==> config.mk <==
export PLATFORM = sky130hd
export DESIGN_NAME = display_scan_ctrl_flat
export DESIGN_NICKNAME = d
export VERILOG_FILES = /design/src/rtl/display_scan_ctrl_if.sv /design/src/rtl/display_scan_ctrl.sv /design/src/flat_wrapper.sv
export SDC_FILE = /design/constraint.sdc
export NUM_CORES = 1
export LEC_CHECK = 0
export ABC_AREA = 1
export CAP_MARGIN = 5
export CORE_ASPECT_RATIO = 0.6
export CORE_MARGIN = 8
export CORE_UTILIZATION = 55
export CTS_CLUSTER_DIAMETER = 150
export CTS_CLUSTER_SIZE = 25
export DETAILED_ROUTE_END_ITERATION = 10
export PLACE_DENSITY = 0.78
export SETUP_SLACK_MARGIN = 0.1
export SYNTH_ARGS = -nofsm -noshare
export SYNTH_HDL_FRONTEND = slang
export SYNTH_SLANG_ARGS = --single-unit
==> constraint.sdc <==
create_clock -name clk -period 6.75 [get_ports clk]
set_input_delay 1.35 -clock clk [delete_from_list [all_inputs] [get_ports clk]]
set_output_delay 1.35 -clock clk [all_outputs]
set_load 0.01 [all_outputs]
==> src/rtl/display_scan_ctrl_if.sv <==
// display_scan_ctrl_if: shadow-buffer write/commit port for display_scan_ctrl.
`default_nettype none

interface display_scan_ctrl_if;
   logic       wr_valid;
   logic       wr_ready;
   logic [2:0] wr_addr;
   logic [3:0] wr_data;
   logic       commit;

   modport master (output wr_valid, wr_addr, wr_data, commit, input wr_ready);
   modport slave  (input wr_valid, wr_addr, wr_data, commit, output wr_ready);
endinterface

`default_nettype wire

==> src/rtl/display_scan_ctrl.sv <==
// display_scan_ctrl: 8-digit multiplexed 7-segment scanner with blanking and double-buffered digits.
// Define DISPLAY_SCAN_HEX_EN to decode 10..15 as A-F instead of blank.
`default_nettype none

module display_scan_ctrl #(
   parameter int SHOW_CYC  = 50000,
   parameter int BLANK_CYC = 500
) (
   input  logic                clk,
   input  logic                rst_n,
   display_scan_ctrl_if.slave  wr,
   input  logic [7:0]          digit_en,
   input  logic [7:0]          dp_en,
   output logic [7:0]          seg,
   output logic [7:0]          an,
   output logic                frame_start
);

   typedef enum logic {ST_BLANK = 1'b0, ST_SHOW = 1'b1} state_t;

   localparam logic [19:0] SHOW_LAST  = 20'(SHOW_CYC - 1);
   localparam logic [19:0] BLANK_LAST = 20'(BLANK_CYC - 1);

   state_t      state, state_nx;
   logic [2:0]  idx, idx_nx;
   logic [19:0] cnt, cnt_nx;
   logic        pending, pending_nx;
   logic [3:0]  shadow    [8];
   logic [3:0]  shadow_nx [8];
   logic [3:0]  active    [8];
   logic [3:0]  active_nx [8];
   logic [7:0]  seg_nx, an_nx;
   logic        wrap;

   function automatic logic [6:0] decode(input logic [3:0] v);
      logic [6:0] s;
      case (v)
         4'd0:    s = 7'h40;
         4'd1:    s = 7'h79;
         4'd2:    s = 7'h24;
         4'd3:    s = 7'h30;
         4'd4:    s = 7'h19;
         4'd5:    s = 7'h12;
         4'd6:    s = 7'h02;
         4'd7:    s = 7'h78;
         4'd8:    s = 7'h00;
         4'd9:    s = 7'h10;
`ifdef DISPLAY_SCAN_HEX_EN
         4'd10:   s = 7'h08;
         4'd11:   s = 7'h03;
         4'd12:   s = 7'h46;
         4'd13:   s = 7'h21;
         4'd14:   s = 7'h06;
         default: s = 7'h0E;
`else
         default: s = 7'h7F;
`endif
      endcase
      return s;
   endfunction

   assign wr.wr_ready = ~pending;

   always_comb begin
      state_nx   = state;
      idx_nx     = idx;
      cnt_nx     = cnt + 20'd1;
      wrap       = 1'b0;
      pending_nx = pending;
      shadow_nx  = shadow;
      active_nx  = active;
      seg_nx     = 8'hFF;
      an_nx      = 8'hFF;

      case (state)
         ST_BLANK: begin
            if (cnt == BLANK_LAST) begin
               state_nx = ST_SHOW;
               cnt_nx   = 20'd0;
            end
         end
         default: begin
            if (cnt == SHOW_LAST) begin
               state_nx = ST_BLANK;
               cnt_nx   = 20'd0;
               idx_nx   = idx + 3'd1;
               wrap     = (idx == 3'd7);
            end
         end
      endcase

      // A write accepted alongside the commit must land in the copied snapshot.
      if (wr.wr_valid && !pending)
         shadow_nx[wr.wr_addr] = wr.wr_data;
      if (wr.commit && !pending)
         pending_nx = 1'b1;
      if (wrap && pending_nx) begin
         active_nx  = shadow_nx;
         pending_nx = 1'b0;
      end

      // Active never changes on a BLANK->SHOW edge, so the current copy is safe here.
      if (state_nx == ST_SHOW && digit_en[idx_nx]) begin
         an_nx  = ~(8'b1 << idx_nx);
         seg_nx = {~dp_en[idx_nx], decode(active[idx_nx])};
      end
   end

   always_ff @(posedge clk or negedge rst_n) begin
      if (!rst_n) begin
         state       <= ST_BLANK;
         idx         <= 3'd0;
         cnt         <= 20'd0;
         pending     <= 1'b0;
         shadow      <= '{default: 4'd0};
         active      <= '{default: 4'd0};
         seg         <= 8'hFF;
         an          <= 8'hFF;
         frame_start <= 1'b0;
      end else begin
         state       <= state_nx;
         idx         <= idx_nx;
         cnt         <= cnt_nx;
         pending     <= pending_nx;
         shadow      <= shadow_nx;
         active      <= active_nx;
         seg         <= seg_nx;
         an          <= an_nx;
         frame_start <= wrap;
      end
   end

endmodule

`default_nettype wire

==> src/flat_wrapper.sv <==
// flat-port wrapper written by rule: the top's interface ports become plain ports
module display_scan_ctrl_flat 
#(
   parameter int SHOW_CYC  = 50000,
   parameter int BLANK_CYC = 500
)
  (clk, rst_n, digit_en, dp_en, seg, an, frame_start, wr_wr_valid, wr_wr_addr, wr_wr_data, wr_commit, wr_wr_ready);
  display_scan_ctrl_if wr_i ();
  input  logic clk;
  input  logic rst_n;
  input  logic [7:0] digit_en;
  input  logic [7:0] dp_en;
  output logic [7:0] seg;
  output logic [7:0] an;
  output logic frame_start;
  input wire logic [$bits(wr_i.wr_valid)-1:0] wr_wr_valid;
  input wire logic [$bits(wr_i.wr_addr)-1:0] wr_wr_addr;
  input wire logic [$bits(wr_i.wr_data)-1:0] wr_wr_data;
  input wire logic [$bits(wr_i.commit)-1:0] wr_commit;
  output wire logic [$bits(wr_i.wr_ready)-1:0] wr_wr_ready;
  assign wr_i.wr_valid = wr_wr_valid;
  assign wr_i.wr_addr = wr_wr_addr;
  assign wr_i.wr_data = wr_wr_data;
  assign wr_i.commit = wr_commit;
  assign wr_wr_ready = wr_i.wr_ready;
  display_scan_ctrl #(.SHOW_CYC(SHOW_CYC), .BLANK_CYC(BLANK_CYC)) u_core (.clk(clk), .rst_n(rst_n), .wr(wr_i), .digit_en(digit_en), .dp_en(dp_en), .seg(seg), .an(an), .frame_start(frame_start));
endmodule
==> metrics.yaml, run 1 <==
cts_sinks: 106
grt_usage_pct: 19.9
drt-pass1-iter-count: 6
setup_tns_ns: 0
synth_area_um2: 5200
synthAdderAreaFrac_pct: 0.962
routed_wl_um: 12200
dieArea_um2: 12900
slew_headroom_pct: 44.5
synthToLayoutAreaGrowth_pct: 16.0
synth_cells: 638
crit_required_ns: 7.04
power.density_nw_per_um2: 203
worstMarginPinSlew_ns: 0.832
rr_worst_depth: 14
grt_pass1_vias: 4142
critPathLaunchType: "flip-flop"
crit_chain: "ha_1 -> nand3_2 -> nor2_2 -> nand4_2 -> o21ai_2 -> inv_1 -> nand3_1 -> nand2_1 -> ha_1 -> inv_1 -> nand2_1 -> nand2_1 -> nand2_1 -> nand2_1"
synthMuxAreaShare_pct: 0
peakVddDrop_mv: 0.136
num_vias: 4270
wl_met3_um: 1070
drt_iter0_markers: 345
ys_ff_latch: 106
setup_viol: 0
period_minus_slack_ns: 3.06
grt_overflow: 0
leakagePower_nw: 3.03
path_common_cell: "nand2_1"
die-width_um: 142
layout_setup_ws_ns: 3.69
synth-compound-area-share_pct: 10.2
syn-num-nets: 669
drive_above_1_share_pct: 9.20
gp_congestion: 0.897
critPathSlowestCell: "o21ai_2"
io_buffers: 44
diodes: 0
insertion_delay_ns: 0.35
routed.top_layer: "met4"
final_area_um2: 6040
critical_path_arrival_ns: 3.35
cts_tree: "yes"
core_um2: 9190
status: "finished, final reports clean"
avgSynthCellArea_um2: 8.15
io_pins: 45
cpPeakStageDelay_ns: 0.56
ys_seq_area_share_pct: 51.4
routed-wl-met2_um: 4990
synth.lib_cells_used.distinct: 37
synth-simple-area-share_pct: 26.9
grt_pass1_wl_um: 20700
row_count: 27
multiInputGateArea_um2: 2050
postCtsSetupBuffers: 0
min_from: "u_core.active[4]$_DFFE_PN0P_"
ys_warn_count: 0
synth_xor_area_share_pct: 1.35
cp_top_family: "simple AND/OR/NAND/NOR gates"
grt_max_degree: 70
placed_area_um2: 5740
synth_top_family_by_area: "simple AND/OR/NAND/NOR gates"
antenna_found_initial: 0
pre_cts_ws_ns: 3.73
ant_nets: 0
clockRootBuffer: "clkbuf_16"
crit_type: "reg -> reg"
critPathMaxFanout: 14
crit_buf_inv: 2
drt_drc_violations_left: 0
end_kind: "flip-flop"
clk_path_buf_depth: 2
numCtsBuffers: 9
regArea_um2: 2670
finalCritPeriodShare_pct: 45.3
hold_viol: 0
r2r_slack_ns: 3.69
fmax_mhz: 327
clock-skew-final_ns: 0.00874
cts_resized: 0
n_fill_cell: 774
fp.dieH_um: 91.3
r2r-end: "u_core.seg[3]$_DFF_PN1_"
hp-class: "reg -> reg"
rsz0062_at_grt: "false"
drv_cap: 0
hold_buffers: 0
path_clk_slew_ns: 0.07
r2r-start: "u_core.cnt[0]$_DFF_PN0_"
cts.htree.levels: 3
whs_endpoint: "u_core.active[4]$_DFFE_PN0P_"
viasPerCell: 5.24
maxSlewViolCount: 0
final_nets: 712
min_path_cells: 2
initial_core_util_pct: 56.6
routedWlPerCell_um: 15.0
place_hpwl_um: 8770
met1Wirelength_um: 6060
## state kept, by name, indices dropped and copies added (netlist names)
| name | flops |
|---|---|
| u_core.pending | 1 |
| u_core.state | 1 |
| u_core.an | 8 |
| u_core.active | 32 |
| u_core.shadow | 32 |
| u_core.frame_start | 1 |
| u_core.seg | 8 |
| u_core.cnt | 20 |
| u_core.idx | 3 |
## cells by family (layout without fill, tap and decap cells)
logic type / Yosys count / after routing
AO/OA/AOI/OAI: 88 / 88
adder cells (fa/ha/maj): 4 / 4
XOR/XNOR: 8 / 8
AND/OR/NAND/NOR: 312 / 312
buffers and inverters: 120 / 167
flip-flops: 106 / 106
## metal layers
metal / track usage [%] / vias to the layer above
li1: - / 2097
met1: 29.5 / 2007
met2: 27.5 / 152
met3: 6.79 / 14
met4: 3.64 / 0
met5: 0 / -
## power breakdown
part,internal [mW],switching (mW),leakage (nW)
sequential,0.644,0.00249,1.40
clock,0.291,0.237,0.144
combinational,0.0209,0.0293,1.49
total,0.955,0.269,3.03
## layout make-up
class,count,share of cell area (%)
tap,130,2.69
sequential,106,44.3
timing repair buffer,46,7.50
inverter,106,6.59
clock buffer,9,3.73
clock inverter,6,1.24
multi-input combinational,412,34.0
## worst min-delay path, stage by stage, from the launching register on
cell and delay (ns):
dfrtp_1 0.35, nand2_1 0.05, o21ai_0 0.06
## per-stage QoR
step / instances / utilization (%) / total power, mW / hold slack [ns]
after global routing: 815 / 65.7 / 1.27 / 0.516
final: 815 / 65.7 / 1.22 / 0.489
after CTS: 815 / 65.7 / 1.23 / 0.486
after detailed placement: 800 / 62.4 / 0.709 / 0.476
after floorplan: 638 / - / 0.674 / 0.433
after global placement: 800 / 62.4 / 0.706 / 0.446
## placed cells by master (no fill, tap or decap), types with 2 or more instances in the layout
| master | n |
|---|---|
| o21ai_2 | 2 |
| nor2_1 | 35 |
| inv_1 | 103 |
| xnor2_1 | 4 |
| clkinv_4 | 2 |
| inv_2 | 2 |
| nand3b_1 | 3 |
| clkbuf_16 | 9 |
| nor3_1 | 7 |
| buf_4 | 3 |
| nor2_2 | 6 |
| nand3_1 | 50 |
| a21oi_1 | 3 |
| nand2_2 | 5 |
| nand2_1 | 184 |
| nand2_4 | 4 |
| ha_1 | 4 |
| o21a_1 | 20 |
| clkdlybuf4s50_1 | 43 |
| o21ai_0 | 49 |
| nand4_1 | 7 |
| xor2_1 | 4 |
| a211oi_1 | 3 |
| o21ai_1 | 3 |
| nand4_2 | 2 |
| dfrtp_1 | 90 |
| o22ai_1 | 4 |
| nor4_1 | 2 |
| dfstp_2 | 16 |
| nand3_2 | 5 |
## cell usage after synthesis, drive strengths merged
master | instances | share of area [%]
a21oi | 4 | 0.60
nand3b | 3 | 0.43
nand4 | 9 | 1.3
xor2 | 4 | 0.67
a31oi | 1 | 0.12
a2111oi | 1 | 0.17
or2 | 1 | 0.12
nor4 | 2 | 0.24
nor2 | 41 | 3.2
clkinv | 1 | 0.072
a221oi | 1 | 0.17
nor3 | 7 | 0.67
inv | 105 | 7.6
dfrtp | 90 | 43
clkbuf | 7 | 0.51
o21ai | 54 | 5.3
buf | 7 | 1.1
nand3 | 56 | 6.1
o22ai | 4 | 0.48
nand2 | 193 | 15
xnor2 | 4 | 0.67
dfstp | 16 | 8.1
ha | 4 | 0.96
o21a | 20 | 2.9
a211oi | 3 | 0.43
## how the worst max path moves through the flow
stage / startpoint / end / slack, ns / depth (start not counted)
final: u_core.cnt[0]$_DFF_PN0_ / u_core.seg[3]$_DFF_PN1_ / 3.69 / 14
after global placement: wr_wr_addr[1] / u_core.active[19]$_DFFE_PN0P_ / 3.81 / 6
after CTS: u_core.cnt[0]$_DFF_PN0_ / u_core.seg[3]$_DFF_PN1_ / 3.75 / 14
after detailed placement: wr_wr_addr[1] / u_core.active[18]$_DFFE_PN0P_ / 3.73 / 6
after global routing: u_core.cnt[0]$_DFF_PN0_ / u_core.seg[3]$_DFF_PN1_ / 3.41 / 14
after floorplan: wr_commit / u_core.active[11]$_DFFE_PN0P_ / 4.43 / 4
No activity file was read; power rests on OpenSTA's default activity.
==> run 2, diff against run 1 <==
- CORE_UTILIZATION: 55 -> 52
- clock period: 6.75 -> 2.5 ns (I/O delays scaled with it)
==> run 2 against run 1 <==
Net effect:
- utilization increased by 1.3 points
- setup slack got worse by 3.5 ns
- largest power group unchanged
- maximum frequency increased by 32%
- critical endpoint is now u_core.seg[4]$_DFF_PN1_
- sequential power increased to 2.7 times the previous value
- flip-flop and latch count unchanged
- total power increased to 2.7 times the previous value
- global-route usage decreased by 0.64 points
- register-to-register slack got worse by 3.5 ns
- combinational power increased to 2.8 times the previous value
- highest routed layer unchanged
- final cell count increased by 5.4%
- clock power increased to 2.7 times the previous value
==> metrics.yaml, run 2 (synthesis gave the netlist of run 1 again) <==
maxSlewViolCount: 0
critPathLaunchType: "flip-flop"
final_common_cell: "nand2_1"
die-width_um: 145
finalCritPeriodShare_pct: 92.9
ant_nets: 0
grt_pass1_wl_um: 21300
cts_sinks: 106
setup_viol: 0
grt_overflow: 0
fp.dieH_um: 93.5
hold_buffers: 0
crit_type: "reg -> reg"
rr_worst_depth: 16
core_um2: 9810
fmax_mhz: 431
total_power_mw: 3.30
clockRootBuffer: "clkbuf_16"
cts.htree.levels: 3
final_cell_mix: "nand2_1, inv_1, dfrtp_1"
crit_required_ns: 2.78
initial_core_util_pct: 53.0
critPathMaxFanout: 4
reg_top3: "u_core.active: 32 flops, u_core.shadow: 32 flops, u_core.cnt: 20 flops"
io_pins: 45
viasPerCell: 5.30
final_nets: 750
antenna_found_initial: 0
leakagePower_nw: 3.23
routedWlPerCell_um: 15.7
hp-class: "in -> async"
worstMarginPinSlew_ns: 0.591
grt_pass1_vias: 4276
grt_max_degree: 65
num_vias: 4551
peakVddDrop_mv: 0.350
power.density_nw_per_um2: 502
hold_viol: 0
rsz0062_at_grt: "false"
diodes: 0
insertion_delay_ns: 0.36
path_clk_slew_ns: 0.07
gp_congestion: 0.954
place_hpwl_um: 9190
status: "finished, final reports clean"
synthToLayoutAreaGrowth_pct: 26.4
drt_iter0_markers: 417
numCtsBuffers: 9
routed_wl_um: 13500
drt_drc_violations_left: 0
row_count: 28
drt-pass1-iter-count: 5
cts_tree: "yes"
io_buffers: 44
end_kind: "flip-flop"
period_minus_slack_ns: 2.32
slew_headroom_pct: 59.6
critical_path_arrival_ns: 2.60
drv_cap: 0
drive_above_1_share_pct: 17.8
clk_path_buf_depth: 2
dieArea_um2: 13600
setup_tns_ns: 0
clock-skew-final_ns: 0.00895
grt_usage_pct: 19.3
[run 2: final cells by class]
type                            count  area [um2]
Fill cell                         782        3240
Timing Repair Buffer               82         773
Clock inverter                      5        60.1
Multi-Input combinational cell    414        2260
Tap cell                          135         169
Sequential cell                   106        2670
Inverter                          106         403
Clock buffer                       11         233
[run 2: path summary, 6_finish.rpt]
kind | start | to | slack [ns]
worst max-delay path | u_core.cnt[13]$_DFF_PN0_ | u_core.seg[4]$_DFF_PN1_ | 0.18
worst max register to register | u_core.cnt[13]$_DFF_PN0_ | u_core.seg[4]$_DFF_PN1_ | 0.18
worst min register to register | u_core.active[3]$_DFFE_PN0P_ | u_core.active[3]$_DFFE_PN0P_ | 0.48
worst min-delay path | rst_n | u_core.shadow[14]$_DFF_PN0_ | 0.14
min in group clk | u_core.active[3]$_DFFE_PN0P_ | u_core.active[3]$_DFFE_PN0P_ | 0.48
max in group asynchronous | rst_n | u_core.seg[5]$_DFF_PN1_ | 1.63
[run 2: timing repair]
| action | CTS | global route |
|---|---|---|
| setup endpoints to repair | 5 | 16 |
| gates cloned | 0 | 3 |
| resized for setup | 7 | 47 |
| pin swaps | 1 | 30 |
| buffers inserted | 2 | 20 |
[run 2: report_power, final]
part	leakage (nW)	switching, mW	internal, mW
Sequential	1.40	0.00590	1.74
Combinational	1.69	0.0825	0.0600
Clock	0.141	0.633	0.783
Total	3.23	0.721	2.58
[run 2: worst max-delay path, stage by stage, from the launching register on]
cell and delay, ns:
dfrtp_1 0.40, nor2_2 0.14, nand2_2 0.13, inv_2 0.08
nand2_1 0.05, nor2_1 0.11, nand4_1 0.24, buf_4 0.25
nand2_4 0.07, buf_4 0.11, nor2_1 0.07, nand2_1 0.07
nand3_1 0.07, nand2_1 0.08, nand2_2 0.09, o21ai_0 0.21
nand2_1 0.08
[run 2: metal layers]
layer | global-route usage, % | share of wire [%]
met1 | 27.7 | 49
met2 | 28.3 | 43
met3 | 5.06 | 6.9
met4 | 4.91 | 0.99
met5 | 0 | 0
[run 2: stage by stage]
| step | utilization (%) | cells | setup WS, ns | area, um2 | hold slack [ns] |
|---|---|---|---|---|---|
| after floorplan | - | 638 | 0.202 | 5200 | 0.204 |
| after global placement | 59.9 | 819 | 0.146 | 5870 | 0.443 |
| after detailed placement | 59.9 | 819 | 0.0647 | 5870 | 0.452 |
| after CTS | 63.4 | 837 | 0.111 | 6220 | 0.161 |
| after global routing | 67.0 | 859 | 0.0257 | 6570 | 0.189 |
| final | 67.0 | 859 | 0.178 | 6570 | 0.138 |
